==> src/rtl/jtag_tap.sv <==
// IEEE 1149.1 test access port: 16-state TAP controller, instruction register,
// boundary-scan, IDCODE and bypass data registers, all clocked by TCK.
module jtag_tap #(
  parameter int          IR_W   = 4,
  parameter int          BS_LEN = 8,
  parameter logic [31:0] IDCODE = 32'h1234_5001
) (
  input  logic              TCK,
  input  logic              TRST_N,
  input  logic              TMS,
  input  logic              TDI,
  output logic              TDO,
  output logic              TDO_EN,
  input  logic [BS_LEN-1:0] pin_in,
  output logic [BS_LEN-1:0] pin_out,
  output logic              bs_en,
  output logic [3:0]        state,
  output logic [IR_W-1:0]   inst
);

  generate
    if (IR_W < 2 || IR_W > 8) begin : g_bad_ir_w
      $error("jtag_tap: IR_W must be within 2..8");
    end
    if (BS_LEN < 1 || BS_LEN > 64) begin : g_bad_bs_len
      $error("jtag_tap: BS_LEN must be within 1..64");
    end
    if (IDCODE[0] != 1'b1) begin : g_bad_idcode
      $error("jtag_tap: IDCODE bit 0 must be 1");
    end
  endgenerate

  localparam logic [IR_W-1:0] INST_EXTEST  = '0;
  localparam logic [IR_W-1:0] INST_SAMPLE  = IR_W'(1);
  localparam logic [IR_W-1:0] INST_IDCODE  = IR_W'(2);
  localparam logic [IR_W-1:0] IR_CAPTURE   = IR_W'(1);

  typedef enum logic [3:0] {
    ST_EX2_DR   = 4'h0,
    ST_EX1_DR   = 4'h1,
    ST_SH_DR    = 4'h2,
    ST_PAUSE_DR = 4'h3,
    ST_SEL_IR   = 4'h4,
    ST_UPD_DR   = 4'h5,
    ST_CAP_DR   = 4'h6,
    ST_SEL_DR   = 4'h7,
    ST_EX2_IR   = 4'h8,
    ST_EX1_IR   = 4'h9,
    ST_SH_IR    = 4'hA,
    ST_PAUSE_IR = 4'hB,
    ST_RTI      = 4'hC,
    ST_UPD_IR   = 4'hD,
    ST_CAP_IR   = 4'hE,
    ST_TLR      = 4'hF
  } tap_state_e;

  tap_state_e        state_q, state_d;
  logic [IR_W-1:0]   ir_sr_q;
  logic [IR_W-1:0]   inst_q;
  logic [BS_LEN-1:0] bsr_sr_q;
  logic [BS_LEN-1:0] bsr_upd_q;
  logic [31:0]       id_sr_q;
  logic              byp_q;

  logic              sel_bsr;
  logic              sel_id;
  logic              dr_tdo;
  logic [BS_LEN-1:0] bsr_shift;

  // TAP controller
  always_ff @(posedge TCK or negedge TRST_N) begin
    if (!TRST_N) begin
      state_q <= ST_TLR;
    end else begin
      state_q <= state_d;
    end
  end

  always_comb begin
    state_d = state_q;
    unique case (state_q)
      ST_TLR:      state_d = TMS ? ST_TLR      : ST_RTI;
      ST_RTI:      state_d = TMS ? ST_SEL_DR   : ST_RTI;
      ST_SEL_DR:   state_d = TMS ? ST_SEL_IR   : ST_CAP_DR;
      ST_CAP_DR:   state_d = TMS ? ST_EX1_DR   : ST_SH_DR;
      ST_SH_DR:    state_d = TMS ? ST_EX1_DR   : ST_SH_DR;
      ST_EX1_DR:   state_d = TMS ? ST_UPD_DR   : ST_PAUSE_DR;
      ST_PAUSE_DR: state_d = TMS ? ST_EX2_DR   : ST_PAUSE_DR;
      ST_EX2_DR:   state_d = TMS ? ST_UPD_DR   : ST_SH_DR;
      ST_UPD_DR:   state_d = TMS ? ST_SEL_DR   : ST_RTI;
      ST_SEL_IR:   state_d = TMS ? ST_TLR      : ST_CAP_IR;
      ST_CAP_IR:   state_d = TMS ? ST_EX1_IR   : ST_SH_IR;
      ST_SH_IR:    state_d = TMS ? ST_EX1_IR   : ST_SH_IR;
      ST_EX1_IR:   state_d = TMS ? ST_UPD_IR   : ST_PAUSE_IR;
      ST_PAUSE_IR: state_d = TMS ? ST_EX2_IR   : ST_PAUSE_IR;
      ST_EX2_IR:   state_d = TMS ? ST_UPD_IR   : ST_SH_IR;
      ST_UPD_IR:   state_d = TMS ? ST_SEL_DR   : ST_RTI;
      default:     state_d = ST_TLR;
    endcase
  end

  // Instruction decode: every code other than EXTEST/SAMPLE/IDCODE is bypass
  assign sel_bsr = (inst_q == INST_EXTEST) || (inst_q == INST_SAMPLE);
  assign sel_id  = (inst_q == INST_IDCODE);

  always_comb begin
    bsr_shift            = bsr_sr_q >> 1;
    bsr_shift[BS_LEN-1]  = TDI;
  end

  always_ff @(posedge TCK or negedge TRST_N) begin
    if (!TRST_N) begin
      ir_sr_q   <= '0;
      bsr_sr_q  <= '0;
      bsr_upd_q <= '0;
      id_sr_q   <= IDCODE;
      byp_q     <= 1'b0;
    end else begin
      case (state_q)
        ST_CAP_DR: begin
          bsr_sr_q <= pin_in;
          id_sr_q  <= IDCODE;
          byp_q    <= 1'b0;
        end
        ST_SH_DR: begin
          if (sel_bsr) begin
            bsr_sr_q <= bsr_shift;
          end else if (sel_id) begin
            id_sr_q <= {TDI, id_sr_q[31:1]};
          end else begin
            byp_q <= TDI;
          end
        end
        ST_UPD_DR: begin
          if (sel_bsr) begin
            bsr_upd_q <= bsr_sr_q;
          end
        end
        ST_CAP_IR: ir_sr_q <= IR_CAPTURE;
        ST_SH_IR:  ir_sr_q <= {TDI, ir_sr_q[IR_W-1:1]};
        default: ;
      endcase
    end
  end

  // Entering or sitting in TLR forces IDCODE, taking priority over any update
  always_ff @(posedge TCK or negedge TRST_N) begin
    if (!TRST_N) begin
      inst_q <= INST_IDCODE;
    end else if (state_q == ST_TLR || state_d == ST_TLR) begin
      inst_q <= INST_IDCODE;
    end else if (state_q == ST_UPD_IR) begin
      inst_q <= ir_sr_q;
    end
  end

  always_comb begin
    if (sel_bsr) begin
      dr_tdo = bsr_sr_q[0];
    end else if (sel_id) begin
      dr_tdo = id_sr_q[0];
    end else begin
      dr_tdo = byp_q;
    end
  end

  always_comb begin
    TDO_EN = 1'b0;
    TDO    = 1'b0;
    if (state_q == ST_SH_DR) begin
      TDO_EN = 1'b1;
      TDO    = dr_tdo;
    end else if (state_q == ST_SH_IR) begin
      TDO_EN = 1'b1;
      TDO    = ir_sr_q[0];
    end
  end

  assign bs_en   = (inst_q == INST_EXTEST);
  assign pin_out = bs_en ? bsr_upd_q : pin_in;
  assign state   = state_q;
  assign inst    = inst_q;

endmodule

==> config.mk <==
export PLATFORM = sky130hd
export DESIGN_NAME = jtag_tap
export DESIGN_NICKNAME = d
export VERILOG_FILES = /design/src/rtl/jtag_tap.sv
export SDC_FILE = /design/constraint.sdc
export NUM_CORES = 1
export LEC_CHECK = 0
export ABC_AREA = 1
export CORE_AREA = 5 5 83 85
export DETAILED_ROUTE_END_ITERATION = 10
export DIE_AREA = 0 0 88 90
export PLACE_DENSITY_LB_ADDON = 0.3
export SLEW_MARGIN = 20
export SYNTH_ARGS = -nofsm -noshare
export SYNTH_HDL_FRONTEND = slang
export SYNTH_SLANG_ARGS = --single-unit
==> constraint.sdc <==
create_clock -name TCK -period 1.4 [get_ports TCK]
set_clock_uncertainty 0.05 [all_clocks]
set_input_delay 0.28 -clock TCK [delete_from_list [all_inputs] [get_ports TCK]]
set_output_delay 0.28 -clock TCK [all_outputs]
set_load 0.02 [all_outputs]
After elaboration in Yosys (flattened, before gate mapping)

Cells that the tools add are included.

Reduce and logical (&&, ||, !) cells: 14
Muxes and demuxes: 31
Equality and inequality tests: 22

Operators with widths:

| operator             | number |
|---|---|
| $mux W32             | 2 |
| $pmux W32 S2         | 1 |
| $pmux W4 S12         | 1 |
| $eq A4 B4 Y1 const B | 9 |
| $eq A4 B3 Y1 const B | 4 |
| $mux W8              | 2 |
| $pmux W8 S2          | 1 |
| $eq A4 B2 Y1 const B | 3 |
| $mux W2              | 6 |
| $mux W3              | 4 |
| $mux W4              | 3 |
| $mux W1              | 9 |
| $eq A4 B1 Y1 const B | 2 |
| $logic_not A4 Y1     | 2 |
| $ne A2 B2 Y1 const B | 4 |
| $pmux W4 S2          | 1 |
| $reduce_and A3 Y1    | 2 |
| $reduce_bool A2 Y1   | 3 |
| $reduce_and A2 Y1    | 2 |
| $reduce_or A2 Y1     | 2 |
| $reduce_or A3 Y1     | 1 |
| $logic_or A1 B1 Y1   | 2 |
| $pmux W1 S2          | 1 |

Bits in registers: 61
Bits of input ports: 12
Output and inout port bits: 19

Depth between registers and ports, before layout

Gate-level depths: netlist of run 1.

Depth after elaboration: 6
Mapped depth: 8
Depth with buffers taken out: 7

Worst setup path after synthesis of run 1

No wires, ideal clock.

Path type: reg-to-output
From: reg inst_q[1] (netlist: inst[1])
To: out pin_out[7]
Slack: -0.461 ns
Arrival: 1.531 ns
Stages on the path, launching flop included: 5
Cell sequence: dfstp_2 -> nor2_4 -> nand2_1 -> inv_2 -> o21ai_0

Word-level cells in the longest chain between the ends: 2

RTL lines:

| element                | line | RTL |
|---|---|---|
| from (decl)            | 59   | `logic [IR_W-1:0] inst_q;` |
| from (signal assigned) | 153  | `inst_q <= ir_sr_q;` |
| $logic_not A4 Y1       | 179  | `assign bs_en = (inst_q == INST_EXTEST);` |
| via bs_en              | 16   | `output logic bs_en,` |
| $mux W8                | 180  | `assign pin_out = bs_en ? bsr_upd_q : pin_in;` |
| to (decl)              | 15   | `output logic [BS_LEN-1:0] pin_out,` |

The timed path passes the listed nets, and every way through them passes these cells.

Final worst setup path of run 1

From: reg inst_q[3] (netlist: inst[3])
To: out TDO

Word-level cells in the longest chain between the ends: 4
Elaborated cells between the ends (all ways): 7

RTL lines:

| element                                              | line     | RTL |
|---|---|---|
| $eq A4 B2 Y1 (tied with other cells)                 | 104      | `assign sel_id = (inst_q == INST_IDCODE);` |
| $mux W1 / $logic_or A1 B1 Y1 (equally long branches) | 160, 103 |  |
| $mux W1 (*)                                          | 158      | `if (sel_bsr) begin` |
| $mux W1 (*)                                          | 170      | `if (state_q == ST_SH_DR) begin` |
| to (decl)                                            | 12       | `output logic TDO,` |

Mark *: on every way between the ends. The rest lies on a longest branch, timed or not.

==> results of run 1 <==
-- cell type report --
class	count	area, um2	area share, %
Multi-Input combinational cell	248	1909	37.17
Clock inverter	4	47.55	0.9255
Sequential cell	61	1545	30.08
Tap cell	77	96.34	1.875
Timing Repair inverter	1	8.758	0.1705
Clock buffer	12	145.1	2.825
Inverter	26	115.1	2.241
Timing Repair Buffer	114	1270	24.72
-- metrics by stage --
stage               utilization, %  TNS [ps]  power [mW]  hold slack [ps]  area, um2
floorplan                        -     -3867       5.585           -65.59       3142
global placement             61.44    -16970       7.084            274.6       3767
detailed placement           61.44    -17710       7.198            282.8       3767
CTS                          76.39    -18860       10.37            422.5       4684
global route                 83.78    -28060       12.36            445.9       5137
finish                       83.78    -25080       11.92            433.9       5137
-- worst max-delay path: cells and delay by family, from the launching register on --
| family | cells | cell delay (ps) |
|---|---|---|
| AOI/OAI and AO/OA | 1 | 200 |
| DFF | 1 | 440 |
| and+or+nand+nor | 4 | 530 |
| buffers and inverters | 2 | 210 |
-- timing repair --
action | CTS | global route
endpoints found under the setup margin | 77 | 78
buffers inserted | 19 | 19
pin swaps | 31 | 16
hold endpoints to repair | 48 | 0
hold buffers | 1 | 0
gates resized for setup | 210 | 96
gates cloned | 9 | 2
-- per-layer routing --
metal	GRT usage, %	vias up
li1	-	1344
met1	29.56	1569
met2	38.63	177
met3	3.931	75
met4	11.13	0
met5	0	-
-- path summary, 6_finish.rpt --
path / from / end / slack (ps)
setup / recovery: inst[3] / TDO / -660
hold / removal: id_sr_q[12] / id_sr_q[12] / 430
setup reg to reg: state[1] / id_sr_q[6] / -480
hold reg to reg: id_sr_q[12] / id_sr_q[12] / 430
max in group asynchronous: TRST_N / state[0] / 490
min in group asynchronous: TRST_N / id_sr_q[30] / 480
-- flip-flops by register name, indices dropped and copies added, names as in the netlist --
name       count
id_sr_q       32
bsr_upd_q      8
bsr_sr_q       8
inst           4
byp_q          1
state          4
ir_sr_q        4
-- power by group --
group	switching (mW)	leakage, nW	internal [mW]	total [mW]
registers	0.654	0.777	2.49	3.14
logic	3.84	1.57	3.35	7.19
clock network	0.729	0.0964	0.866	1.60
total	5.22	2.44	6.70	11.9
-- layout by cell type, fill, tap and decap left out, types with 6 or more instances in the layout --
cell	synthesis	final
o21ai_2	7	36
nand2_2	1	22
clkbuf_8	0	10
nand3_1	12	9
inv_2	5	6
inv_1	21	17
buf_12	0	6
nand2_4	4	47
dfrtp_1	48	46
buf_6	11	43
dfstp_2	13	13
buf_4	0	44
nand2_1	136	68
o21ai_1	39	14
buf_16	0	6
nor2_4	2	7
clkdlybuf4s50_1	0	10
nor2_1	18	11
-- cells by family (layout without fill, tap and decap cells) --
| group | after synthesis | count (layout) | synth area share [%] |
|---|---|---|---|
| DFF | 61 | 61 | 51.92 |
| AOI/OAI and AO/OA | 68 | 68 | 13.47 |
| and+or+nand+nor | 179 | 180 | 26.15 |
| buffers and inverters | 39 | 157 | 8.463 |
==> results.py, run 1 <==
metrics = {
    "synth": {
        "synth.top_cell.area_share_pct": 40.42,
        "yosys_register_bits": 61,
        "yosysSeqAreaShare_pct": 51.92,
        "ys_types": 24,
        "yosysTopAreaCell": "dfrtp_1",
        "synth_edf_count": 0,
        "synthTopCellsByArea": "dfrtp_1, nand2_1, dfstp_2",
        "avgSynthCellArea_um2": 8.564,
        "ys.flop_type": "dfrtp_1",
        "synthCells": 347,
        "syn_nets": 359,
        "syn-cell-area_mm2": 0.002972,
        "synthTopCellsByCount": "nand2_1, dfrtp_1, o21ai_1",
        "synth.most_common_cell": "nand2_1",
        "async_reset_ff_share_pct": 100.0,
        "yosys_warnings": 0,
    },
    "global_routing": {
        "grt.overflow.total": 0,
        "antenna_found_initial": 0,
        "grt_max_degree": 32,
        "grt_use_total_pct": 23.49,
        "grt_pass1_wl_um": 14390,
        "grt_pass1_vias": 2956,
    },
    "cells_and_area": {
        "finalNonFillerCells": 543,
        "drive_above_1_share_pct": 60.52,
        "area_growth_pct": 72.88,
        "n_antenna_cell": 0,
        "nets": 473,
        "fill_cells": 260,
    },
    "power_and_ir_drop": {
        "p_per_area_mw_per_mm2": 2321,
        "p_leak_nw": 2.445,
        "ir_worst_vdd_uv": 1657,
    },
    "route": {
        "wl_um": 11430,
        "met1Wirelength_um": 4387,
        "drtIter0Drc": 268,
        "vias": 3165,
        "viasPerCell": 5.829,
        "wl_per_cell_um": 21.05,
        "postRouteAntennaNets": 0,
        "drtPass1Iterations": 8,
        "post-route-drc-count": 0,
        "wl_met3_um": 658,
        "met2RoutedLength_um": 5655,
        "top_layer": "met4",
    },
    "floorplan": {
        "pin_count": 31,
        "die_w_um": 88,
        "std_cell_rows": 29,
        "initial_core_util_pct": 48.46,
        "dieArea_mm2": 0.007920,
        "die_h_um": 90,
        "placeableCoreArea_mm2": 0.006132,
    },
    "placement": {
        "gp_congestion": 0.8693,
        "post-place-ws_ps": -568.0,
        "dp_hpwl_um": 4572,
        "dp_cells": 486,
        "io_buffers": 30,
    },
    "worst_setup_path": {
        "crit_path_end_kind": "output port",
        "cp.arrival_ps": 1730,
        "critPathSlowestCell": "dfrtp_2",
        "r2r_cells": 8,
        "slowest_delay_ps": 440,
        "critPathKind": "flop to output port",
        "crit_top_cell": "nand2_1",
        "required_ps": 1070,
        "cp_max_fo": 4,
        "crit_path_cell_trace": "nor2_2, nand2_1, o21ai_1, inv_1, nand2_1, nand2_2, buf_6",
        "start_kind": "flop",
    },
    "flow_run": {
        "maxCapViolations": 0,
    },
    "hold_path": {
        "hold_path_class": "flop to flop",
        "holdPathStages": 2,
    },
    "timing": {
        "setup_violations": 77,
        "min_period_ps": 2058,
        "fmax_ghz": 0.4860,
        "hold_violations": 0,
        "worst_pin_slew_ps": 400.1,
        "finalMaxSlewViolations": 0,
        "period_share_pct": 147.0,
        "rsz0062_at_grt": "yes",
        "maxSlewHeadroom_pct": 73.33,
        "setup_ws_ps": -657.8,
    },
    "status": {
        "status": "finished, violations left",
        "violations": "negative setup slack",
    },
    "clock_network": {
        "root_buffer": "clkbuf_8",
        "h-tree-depth": 3,
        "clkTransAtPathRegs_ps": 70,
        "cts_sinks": 61,
        "numCtsBuffers": 9,
        "clk_path_buf_depth": 2,
        "cts_tree": "done",
        "insertion_delay_ps": 350,
    },
}
Power figures use the tool's default switching activity.
==> inputs of run 2 (changes only) <==
- TNS_END_PERCENT: not set -> 20
==> run 2 against run 1 <==
Against the previous run: the flow still finishes with violations (negative setup slack); clock power rose by 8%; flip-flop and latch count did not move; sequential power fell by 5%; largest cell class unchanged; highest routed layer unchanged.
==> results.py, run 2 (synthesized netlist as in run 1, its figures left out) <==
metrics = {
    "route": {
        "viasPerCell": 5.161,
        "postRouteAntennaNets": 0,
        "vias": 2658,
        "wl_um": 7675,
        "wl_per_cell_um": 14.90,
        "post-route-drc-count": 0,
        "drtPass1Iterations": 4,
        "drtIter0Drc": 144,
    },
    "cells_and_area": {
        "n_antenna_cell": 0,
        "area_growth_pct": 50.78,
        "drive_above_1_share_pct": 48.86,
        "reg_top3": "id_sr_q (32), bsr_sr_q (8), bsr_upd_q (8)",
        "final_area_mm2": 0.004481,
        "regMostFlops": "id_sr_q",
        "final_cell_mix": "nand2_1, dfrtp_1, nand2_2",
        "final_common_cell": "nand2_1",
        "largest_register_ffs": 32,
        "fill_cells": 417,
        "nets": 445,
    },
    "clock_network": {
        "insertion_delay_ps": 340,
        "clk_path_buf_depth": 2,
        "cts_sinks": 61,
        "cts_tree": "done",
        "numCtsBuffers": 9,
        "clkTransAtPathRegs_ps": 70,
        "root_buffer": "clkbuf_8",
        "h-tree-depth": 3,
    },
    "timing": {
        "setup_ws_ps": -499.5,
        "setup_tns_ps": -17590,
        "worst_pin_slew_ps": 424.1,
        "maxSlewHeadroom_pct": 71.73,
        "finalMaxSlewViolations": 0,
        "whs_ps": 397.8,
        "rsz0062_at_grt": "yes",
        "min_period_ps": 1900,
        "fmax_ghz": 0.5265,
        "period_share_pct": 135.7,
        "hold_violations": 0,
        "setup_violations": 69,
    },
    "global_routing": {
        "grt_use_total_pct": 19.31,
        "grt.overflow.total": 0,
        "grt_pass1_vias": 2563,
        "grt_max_degree": 41,
        "antenna_found_initial": 0,
        "grt_pass1_wl_um": 12000,
    },
    "power_and_ir_drop": {
        "p_per_area_mw_per_mm2": 2243,
        "ir_worst_vdd_uv": 1420,
        "combPwrFrac_pct": 53.3,
        "clkPwrFrac_pct": 17.2,
        "power_mw": 10.05,
        "intPower_mw": 5.924,
        "switching_share_pct": 41.05,
        "p_leak_nw": 2.180,
        "power_switching_mw": 4.126,
        "seq_power_share_pct": 29.5,
    },
    "worst_setup_path": {
        "cp.arrival_ps": 1570,
        "crit_path_cell_trace": "inv_2, nand2_2, nor2_4, nand2_4, clkinv_8, buf_4, nand2_4, nand2_4, buf_6",
        "start_kind": "flop",
        "required_ps": 1070,
        "reg2reg_slack_ps": -330,
        "critPathKind": "flop to output port",
        "slowest_delay_ps": 440,
        "crit_top_cell": "nand2_4",
        "crit_path_end_kind": "output port",
        "critical_path_buf_inv_count": 4,
        "crit_family": "flip-flops",
        "critPathSlowestCell": "dfrtp_2",
        "cp_max_fo": 10,
        "r2r-start": "state[1]",
        "r2r_cells": 9,
        "rr_endpoint": "id_sr_q[4]",
    },
    "floorplan": {
        "initial_core_util_pct": 48.46,
        "dieArea_mm2": 0.007920,
        "die_w_um": 88,
        "std_cell_rows": 29,
        "die_h_um": 90,
        "pin_count": 31,
        "placeableCoreArea_mm2": 0.006132,
    },
    "placement": {
        "io_buffers": 30,
        "postPlaceCellArea_mm2": 0.003719,
        "dp_hpwl_um": 4340,
        "post-place-ws_ps": -575.0,
        "gp_congestion": 0.8191,
    },
    "status": {
        "status": "finished, violations left",
        "violations": "negative setup slack",
    },
    "flow_run": {
        "maxCapViolations": 0,
    },
    "hold_path": {
        "hold_path_class": "input port to async pin",
    },
}
[run 2: cell types whose count changed in the layout (fill, tap and decap cells not counted), moves of 6 or more]
| cell | previous run | this run |
|---|---|---|
| buf_4 | 44 | 31 |
| nand2_4 | 47 | 26 |
| buf_6 | 43 | 30 |
| nand2_2 | 22 | 34 |
| o21ai_1 | 14 | 28 |
| o21ai_2 | 36 | 21 |
| buf_16 | 6 | 0 |
| nand2_1 | 68 | 79 |
[run 2: metal layers]
layer	GRT usage, %	wire (um)	up-vias
met1	25.53	3207	1298
met3	2.651	278	15
met2	30.84	4070	60
li1	-	-	1285
met4	9.207	119	0
met5	0	0	-
[run 2: repair_timing]
| item | 4_1_cts | 5_1_grt |
|---|---|---|
| endpoints found under the hold margin | 9 | 0 |
| setup buffers | 10 | 4 |
| pin swaps | 5 | 11 |
| gates resized for setup | 138 | 60 |
| cloned | 0 | 6 |
| endpoints found under the setup margin | 76 | 79 |
| hold buffers | 1 | 0 |
[run 2: how the worst max path moves through the flow]
stage / to / cells after the start / from
floorplan: TDO / 6 / state[1]
global placement: pin_out[7] / 8 / inst[3]
detailed placement: TDO / 8 / inst[1]
CTS: TDO / 8 / inst[1]
global route: pin_out[6] / 9 / inst[3]
finish: pin_out[2] / 9 / inst[2]
[run 2: metrics by stage]
stage                     std cells  utilization [%]
after floorplan                 347                -
after global placement          478            60.64
after detailed placement        478            60.64
after CTS                       505            67.56
after global routing            515            73.07
final                           515            73.07
[run 2: area by class of cell]
class	count	area [um2]	share of cell area, %
Tap cell	77	96.34	2.150
Sequential cell	61	1546	34.52
Clock inverter	6	87.58	1.955
Timing Repair Buffer	88	945.9	21.11
Multi-Input combinational cell	247	1567	34.96
Inverter	26	110.1	2.457
Clock buffer	10	127.6	2.848
[run 2: power by group through the flow]
stage	clock, mW	sequential (mW)	combinational, mW
2_1_floorplan	0	3.00	2.53
3_3_place_gp	0	2.89	4.00
3_5_place_dp	0	2.92	4.09
4_1_cts	1.74	2.91	4.68
5_1_grt	1.86	3.04	5.77
6_report	1.73	2.97	5.35
==> inputs of run 3 (changes only) <==
- CORE_AREA: 5 5 83 85 -> 5 5 84 86
- DIE_AREA: 0 0 88 90 -> 0 0 89 91
==> run 3 against run 2 <==
Against the previous run: the run still ends with negative setup slack left; largest cell class unchanged; final area is 1.8% higher; clock-buffer cell count is 1 lower; combinational power is 3% higher; total power is 0.73% higher; critical path type unchanged; clock power is 8% lower; maximum frequency is 0.56% lower; sequential power hardly changed; setup slack worse by 11 ps; critical endpoint is now TDO; register-to-register slack worse by 20 ps.
==> results.py, run 3 (synthesized netlist as in run 1, its figures left out) <==
metrics = {
    "worst_setup_path": {
        "slowest_delay_ps": 430,
        "critPathSlowestCell": "dfrtp_2",
        "start_kind": "flop",
        "crit_path_end_kind": "output port",
        "r2r_cells": 7,
        "rr_endpoint": "id_sr_q[19]",
        "crit_path_cell_trace": "buf_4, nor2_4, nand2_2, o21ai_1, inv_1, nand2_1, nand2_2, buf_6",
        "required_ps": 1070,
        "critPathKind": "flop to output port",
        "crit_family": "flip-flops",
        "cp.arrival_ps": 1580,
        "r2r-start": "state[1]",
        "reg2reg_slack_ps": -350,
        "cp_max_fo": 4,
        "critical_path_buf_inv_count": 3,
        "crit_top_cell": "nand2_2",
    },
    "global_routing": {
        "grt.overflow.total": 0,
        "grt_pass1_wl_um": 12050,
        "grt_pass1_vias": 2539,
        "grt_max_degree": 62,
        "grt_use_total_pct": 19.20,
        "antenna_found_initial": 0,
    },
    "timing": {
        "fmax_ghz": 0.5235,
        "period_share_pct": 136.4,
        "min_period_ps": 1910,
        "setup_ws_ps": -510.3,
        "maxSlewHeadroom_pct": 77.68,
        "setup_violations": 76,
        "finalMaxSlewViolations": 0,
        "setup_tns_ps": -17720,
        "worst_pin_slew_ps": 334.8,
        "rsz0062_at_grt": "yes",
        "hold_violations": 0,
    },
    "cells_and_area": {
        "drive_above_1_share_pct": 50.11,
        "area_growth_pct": 53.43,
        "reg_top3": "id_sr_q (32), bsr_sr_q (8), bsr_upd_q (8)",
        "nets": 444,
        "final_cell_mix": "nand2_1, dfrtp_1, nand2_4",
        "largest_register_ffs": 32,
        "regMostFlops": "id_sr_q",
        "n_antenna_cell": 0,
        "final_area_mm2": 0.004559,
        "final_common_cell": "nand2_1",
    },
    "floorplan": {
        "dieArea_mm2": 0.008099,
        "placeableCoreArea_mm2": 0.006205,
        "pin_count": 31,
        "std_cell_rows": 29,
        "initial_core_util_pct": 47.89,
        "die_w_um": 89,
        "die_h_um": 91,
    },
    "route": {
        "wl_um": 7829,
        "viasPerCell": 5.148,
        "post-route-drc-count": 0,
        "vias": 2646,
        "drtIter0Drc": 114,
        "postRouteAntennaNets": 0,
        "drtPass1Iterations": 5,
        "wl_per_cell_um": 15.23,
    },
    "clock_network": {
        "clk_path_buf_depth": 2,
        "numCtsBuffers": 9,
        "clkTransAtPathRegs_ps": 70,
        "cts_tree": "done",
        "insertion_delay_ps": 350,
        "root_buffer": "clkbuf_8",
        "cts_sinks": 61,
        "h-tree-depth": 3,
    },
    "placement": {
        "gp_congestion": 0.8375,
        "io_buffers": 30,
        "dp_hpwl_um": 4524,
        "postPlaceCellArea_mm2": 0.003729,
    },
    "power_and_ir_drop": {
        "p_leak_nw": 2.216,
        "p_per_area_mw_per_mm2": 2220,
        "power_mw": 10.12,
        "ir_worst_vdd_uv": 1643,
    },
    "hold_path": {
        "hold_path_class": "input port to async pin",
    },
    "flow_run": {
        "maxCapViolations": 0,
    },
    "status": {
        "status": "finished, violations left",
        "violations": "negative setup slack",
    },
}
run 3: cell count changes in the layout (fill, tap and decap cells not counted), sizes merged:
cell / previous run / this run
buf: 73 / 66
inv: 25 / 28
clkbuf: 13 / 15
dlygate4sd2: 0 / 2
bufinv: 2 / 1
clkdlybuf4s15: 1 / 0
nand2: 141 / 142
run 3: how the worst max path moves through the flow:
stage / from / endpoint / slack (ps) / depth (start not counted)
floorplan: state[1] / TDO / -210 / 6
global placement: inst[2] / TDO / -550 / 7
detailed placement: inst[2] / TDO / -590 / 8
CTS: inst[1] / TDO / -500 / 8
global route: inst[1] / TDO / -560 / 8
finish: inst[3] / TDO / -510 / 8
run 3: per-layer routing:
metal  GRT usage [%]  part of all wire, %  vias up
met1           25.84                   41     1284
met3           4.163                  4.4       18
met4           7.072                  2.1        0
li1                -                    -     1287
met5               0                    0        -
met2           30.38                   52       57
run 3: layout make-up:
class,instances,area (um2)
Multi-Input combinational cell,248,1643
Clock buffer,9,123.9
Sequential cell,61,1546
Timing Repair inverter,1,8.758
Tap cell,77,96.34
Fill cell,432,1645
Inverter,26,105.1
Clock inverter,7,75.07
Timing Repair Buffer,85,960.9
run 3: timing repair:
action / 4_1_cts / 5_1_grt
setup buffers: 4 / 4
resized for setup: 149 / 57
hold buffers: 1 / 0
setup endpoints to repair: 76 / 78
gates cloned: 1 / 7
pin swaps: 6 / 17
hold endpoints to repair: 48 / 0
run 3: power by group:
part | leakage [nW] | total (mW) | switching, mW | internal, mW
Combinational | 1.35 | 5.53 | 2.99 | 2.54
Clock | 0.0918 | 1.60 | 0.772 | 0.826
Sequential | 0.775 | 2.99 | 0.506 | 2.49
Total | 2.22 | 10.1 | 4.27 | 5.85
run 3: stage by stage:
step / setup WS (ps) / cells / hold WS, ps / utilization [%]
detailed placement: -588.8 / 481 / 257.5 / 60.09
finish: -510.3 / 514 / 411.0 / 73.48
global route: -561.5 / 514 / 449.0 / 73.48
floorplan: -210.7 / 347 / -65.59 / -
CTS: -501.3 / 503 / 428.6 / 67.01
global placement: -551.7 / 481 / 259.6 / 60.09
run 3: worst register-to-register path: cells and delay by family, from the launching register on:
family	cells	cell delay [ps]
flops	1	580
simple gates	3	440
compound gates	1	150
buf+inv	3	440
